[config.mk]
export PLATFORM = sky130hd
export DESIGN_NAME = rca_result_stage
export DESIGN_NICKNAME = d
export VERILOG_FILES = /design/src/rtl/rca_result_stage.sv
export SDC_FILE = /design/constraint.sdc
export NUM_CORES = 1
export LEC_CHECK = 0
export CAP_MARGIN = 20
export CORE_ASPECT_RATIO = 2
export CORE_MARGIN = 2
export CORE_UTILIZATION = 50
export DETAILED_ROUTE_END_ITERATION = 6
export PLACE_DENSITY = 0.82
export RECOVER_POWER = 50
export SYNTH_ARGS = -nofsm -noshare
export SYNTH_HDL_FRONTEND = slang
export SYNTH_SLANG_ARGS = --single-unit
[constraint.sdc]
create_clock -name clk -period 5.7 [get_ports clk]
set_input_delay 1.14 -clock clk [delete_from_list [all_inputs] [get_ports clk]]
set_output_delay 1.14 -clock clk [all_outputs]
set_load 0.05 [all_outputs]
[src/rtl/rca_result_stage.sv]
// rtl/rca_result_stage.sv - adder/subtractor result buffer with NZCV flags and overflow counter
// Optional feature macro: RCA_RESULT_SAT_EN (saturate the stored result on signed overflow)
module rca_result_stage #(
    parameter int DEPTH = 2
) (
    input  logic       clk,
    input  logic       rst,
    input  logic       in_valid,
    output logic       in_ready,
    input  logic [7:0] x,
    input  logic [7:0] y,
    input  logic       op,
    input  logic [7:0] z,
    input  logic       c_out,
    output logic       out_valid,
    input  logic       out_ready,
    output logic [7:0] result,
    output logic [3:0] flags,
    output logic [7:0] ovf_count
);

    localparam int         AW      = (DEPTH > 2) ? 2 : 1;
    localparam logic [2:0] DEPTH_C = 3'(DEPTH);

    logic [11:0]   r_mem [DEPTH];
    logic [AW-1:0] r_wr_ptr;
    logic [AW-1:0] r_rd_ptr;
    logic [2:0]    r_count;
    logic [11:0]   r_last;
    logic [7:0]    r_ovf;

    logic          w_push;
    logic          w_pop;
    logic          w_v;
    logic [7:0]    w_res;
    logic [3:0]    w_flags;
    logic [11:0]   w_head;

    assign in_ready  = (r_count < DEPTH_C);
    assign out_valid = (r_count != 3'd0);
    assign w_push    = in_valid && in_ready;
    assign w_pop     = out_valid && out_ready;

    // Subtract inverts y's sign bit, so one expression covers both overflow cases.
    assign w_v = (x[7] == (y[7] ^ op)) && (z[7] != x[7]);

`ifdef RCA_RESULT_SAT_EN
    assign w_res = w_v ? (x[7] ? 8'h80 : 8'h7F) : z;
`else
    assign w_res = z;
`endif

    // N and Z follow the stored value; C and V follow the raw operation.
    assign w_flags = {w_res[7], (w_res == 8'h00), c_out, w_v};

    assign w_head    = r_mem[r_rd_ptr];
    assign result    = out_valid ? w_head[7:0]  : r_last[7:0];
    assign flags     = out_valid ? w_head[11:8] : r_last[11:8];
    assign ovf_count = r_ovf;

    // Entry storage: result and flags are captured together at push time.
    always_ff @(posedge clk or posedge rst) begin
        if (rst) begin
            for (int i = 0; i < DEPTH; i++) begin
                r_mem[i] <= '0;
            end
        end else if (w_push) begin
            r_mem[r_wr_ptr] <= {w_flags, w_res};
        end
    end

    // Pointers wrap naturally because DEPTH is a power of two.
    always_ff @(posedge clk or posedge rst) begin
        if (rst) begin
            r_wr_ptr <= '0;
            r_rd_ptr <= '0;
        end else begin
            if (w_push) r_wr_ptr <= r_wr_ptr + AW'(1);
            if (w_pop)  r_rd_ptr <= r_rd_ptr + AW'(1);
        end
    end

    // Occupancy: simultaneous push and pop leave it unchanged.
    always_ff @(posedge clk or posedge rst) begin
        if (rst) begin
            r_count <= 3'd0;
        end else if (w_push && !w_pop) begin
            r_count <= r_count + 3'd1;
        end else if (w_pop && !w_push) begin
            r_count <= r_count - 3'd1;
        end
    end

    // Remember the head so outputs hold their last value once the buffer drains.
    always_ff @(posedge clk or posedge rst) begin
        if (rst) begin
            r_last <= 12'h000;
        end else if (out_valid) begin
            r_last <= w_head;
        end
    end

    // Saturating count of accepted entries that overflowed.
    always_ff @(posedge clk or posedge rst) begin
        if (rst) begin
            r_ovf <= 8'h00;
        end else if (w_push && w_v && (r_ovf != 8'hFF)) begin
            r_ovf <= r_ovf + 8'h01;
        end
    end

endmodule

==> out/results.tsv <==
stage	metric	value	unit
outcome	run status	finished, violations left	
outcome	failing checks	max-capacitance violations, max-slew violations	
setup_path	CP endpoint kind	primary output	
global_route	initial antenna violation count	0	
logic_synthesis	top cells by area, synth	dfrtp_1 (57%), nand2_1 (6.3%), mux2i_1 (5.9%)	
setup_path	R2R Path Start	r_count[0]	
global_route	number of global-route vias before repair	1441	
setup_path	Crit path max-delay family	buffers and inverters	
cts	clock buffer depth	2	
setup_path	worst endpoint required time	4.56	ns
logic_synthesis	synthesized area per cell	11.23	sq um
timing	setup TNS	0	ns
cts	clock slew seen by the registers of the worst setup and hold paths	0.08	ns
route	Vias	1348	
cts	Post-CTS Repair Setup Buffers	0	
pwr	NetSw	0.0007387	W
setup_path	CP max-delay cell	clkdlybuf4s50_1	
placed_design	number of I/O port buffers	37	
pwr	Seq pwr share	34.6	%
floorplanning	die area	4597	sq um
cts	Max H-tree Level	2	
setup_path	CP Cell Sequence	or3_1 > a21oi_1 > clkdlybuf4s50_1	
pwr	clock network power share	12.3	%
cts	Clock Sinks	46	
floorplanning	CORE AREA	3884	sq um
logic_synthesis	cell with the most instances after synthesis	dfrtp_1	
cts	CTS buffer count	5	
route	drt total wl	3.720	mm
finish	Area Overhead vs Synth	24.33	%
global_route	GRT Overall Usage	18.48	%
placed_design	RD Place Congestion	0.7242	
setup_path	Critical Path Start Type	flop	
placed_design	Final HPWL DP	2.735	mm
timing	final hold violations	0	
logic_synthesis	synth cell count leaders	dfrtp_1 (46), nand2_1 (34), nor2_1 (16)	
timing	Max Clock Skew	0.005267	ns
cts	root buf cell	clkbuf_8	
logic_synthesis	Synthesis Warnings	0	
timing	Final setup violation count	0	
timing	Slew HR	-56.22	%
pwr	Max VDD drop	0.4231	mV
route	wire per inst	13.83	um
pwr	P_leak	1.157	nW
pwr	Internal Power	0.0008795	W
timing	RSZ-0062 raised after global routing	false	
setup_path	Worst EP arrival	2.64	ns
setup_path	crit-path max FO	24	
cts	CTS tree	yes	
finish	Layout Nets	250	
logic_synthesis	cell count after synthesis	180	
floorplanning	Rows	32	
logic_synthesis	Post-synth EDFFs	0	
worst_hold_path	worst hold path type	flop to flop	
timing	Least-Margin Pin Slew	2.343	ns
logic_synthesis	Yosys top cell by area	dfrtp_1	
route	vias per inst	5.011	
floorplanning	DIE WIDTH	48.95	um
logic_synthesis	Cell Area, Synth	2021	sq um
logic_synthesis	FF+latch count, synth	46	
pwr	total power	0.001618	W
logic_synthesis	predominant post-synthesis flop cell	dfrtp_1	
route	DRT Pass-1 Iters	4	
logic_synthesis	Async SR Flop Fraction	100.0	%
setup_path	crit path from	r_count[0]	
setup_path	Max stage delay on crit path	0.85	ns
cts	Post-CTS Resized	0	
pwr	cell area power density	644.1	nW/um^2
timing	Tcrit/Tclk final	66.24	%
timing	Final Max Slew Viols	47	
run	Max-Cap Viols	1	
logic_synthesis	Seq/Total Area, Yosys	56.97	%
route	Antenna Nets Post-Route	0	
global_route	first-pass GRT wire length	6.417	mm
logic_synthesis	Post-Syn Nets	213	
timing	Final Critical Period	3.776	ns
floorplanning	io pins	52	
setup_path	Setup CP Type	flop to primary output	
logic_synthesis	top-area cell type share of the netlist area	56.97	%
timing	max frequency	264.9	MHz
logic_synthesis	Yosys cell types	30	
pwr	Switching Share	45.65	%
finish	fraction of layout cells with a size suffix above 1	10.09	%
pwr	Comb power frac	53.1	%
route	DRC Markers	0	
route	DR iter-0 viols	34	
global_route	grt ovf	0	
floorplanning	Die Ht	93.91	um
cts	# hold bufs at CTS	0	
floorplanning	Initial Util	52.03	%
worst_hold_path	HP Start	r_mem[2]	
global_route	largest net degree at the start of global routing	47	
setup_path	CP Buf/Inv Count	1	
finish	number of diodes	0	
cts	worst-skew pair later-pin latency	0.29	ns
layout by cell type (no fill, tap or decap), types with 2 or more instances in the layout:
cell             count
a21oi_1             12
clkbuf_1             2
clkbuf_8             6
clkdlybuf4s50_1     36
clkinv_2             2
dfrtp_1             46
ha_1                 2
inv_1                2
mux2_1               2
mux2_2               9
mux2i_1             12
nand2_1             34
nand3_1              3
nor2_1              16
nor2b_1              2
nor4_1               5
o21ai_0              2
xnor2_1              3
xor2_1               9
cell families after synthesis:
family	after synthesis	synth area share (%)
simple gates	67	15.05
flops	46	56.97
mux	24	13.19
compound gates	15	3.901
xor+xnor	13	6.007
buf+inv	12	2.662
fa+ha+maj	3	2.229
area by class of cell:
cell class,instances,area [sq um]
Multi-Input combinational cell,122,815.8
Clock inverter,1,5.005
Clock buffer,7,86.33
Inverter,4,16.27
Sequential cell,46,1151
Fill cell,330,1371
Tap cell,51,63.81
Timing Repair Buffer,38,374.1
worst reg2reg max path, stage by stage, from the launching register on:
cell	delay, ns
dfrtp_1	0.43
or3_1	0.73
nand2_1	0.24
ha_1	0.21
inv_1	0.06
fa_1	0.37
xor2_1	0.15
nor2_1	0.12
xor2_1	0.15
power by group through the flow:
stage / logic, W / registers, W / clock network, W
2_1_floorplan: 0.000617 / 0.000565 / 0
6_report: 0.000859 / 0.000560 / 0.000200
3_5_place_dp: 0.000869 / 0.000568 / 0
4_1_cts: 0.000871 / 0.000562 / 0.000203
5_1_grt: 0.000923 / 0.000578 / 0.000217
3_3_place_gp: 0.000853 / 0.000561 / 0
state kept, by name, indices dropped and copies added, names as in the netlist:
signal,count
r_last,11
r_wr_ptr,1
r_mem,22
r_count,3
ovf_count,8
r_rd_ptr,1
path summary, 6_finish.rpt:
kind	end	slack [ns]	cells past startpoint
max reg2reg	r_count[2]	3.18	8
min	r_mem[2]	0.48	2
min reg2reg	r_mem[2]	0.48	2
min in group asynchronous	ovf_count[6]	2.15	3
max in group asynchronous	r_last[10]	2.22	3
max	result[7]	1.92	3
metrics by stage:
step                setup slack, ns  cells  area [sq um]  utilization (%)  hold WS [ns]
floorplan                     1.957    180          2021                -        0.4454
global placement              2.269    261          2425            62.44        0.4577
detailed placement            2.231    261          2425            62.44        0.4634
CTS                           1.919    269          2516            64.79        0.4837
global route                  1.607    269          2512            64.69        0.5228
finish                        1.924    269          2512            64.69        0.4770
per-layer routing:
metal / up-vias / GRT usage [%] / routed length [um]
met4: 0 / 6.905 / 45
met5: - / 0 / 0
met2: 24 / 36.53 / 2132
met3: 5 / 2.707 / 88
met1: 643 / 18.90 / 1453
li1: 676 / - / -
Power figures use the tool's default switching activity.
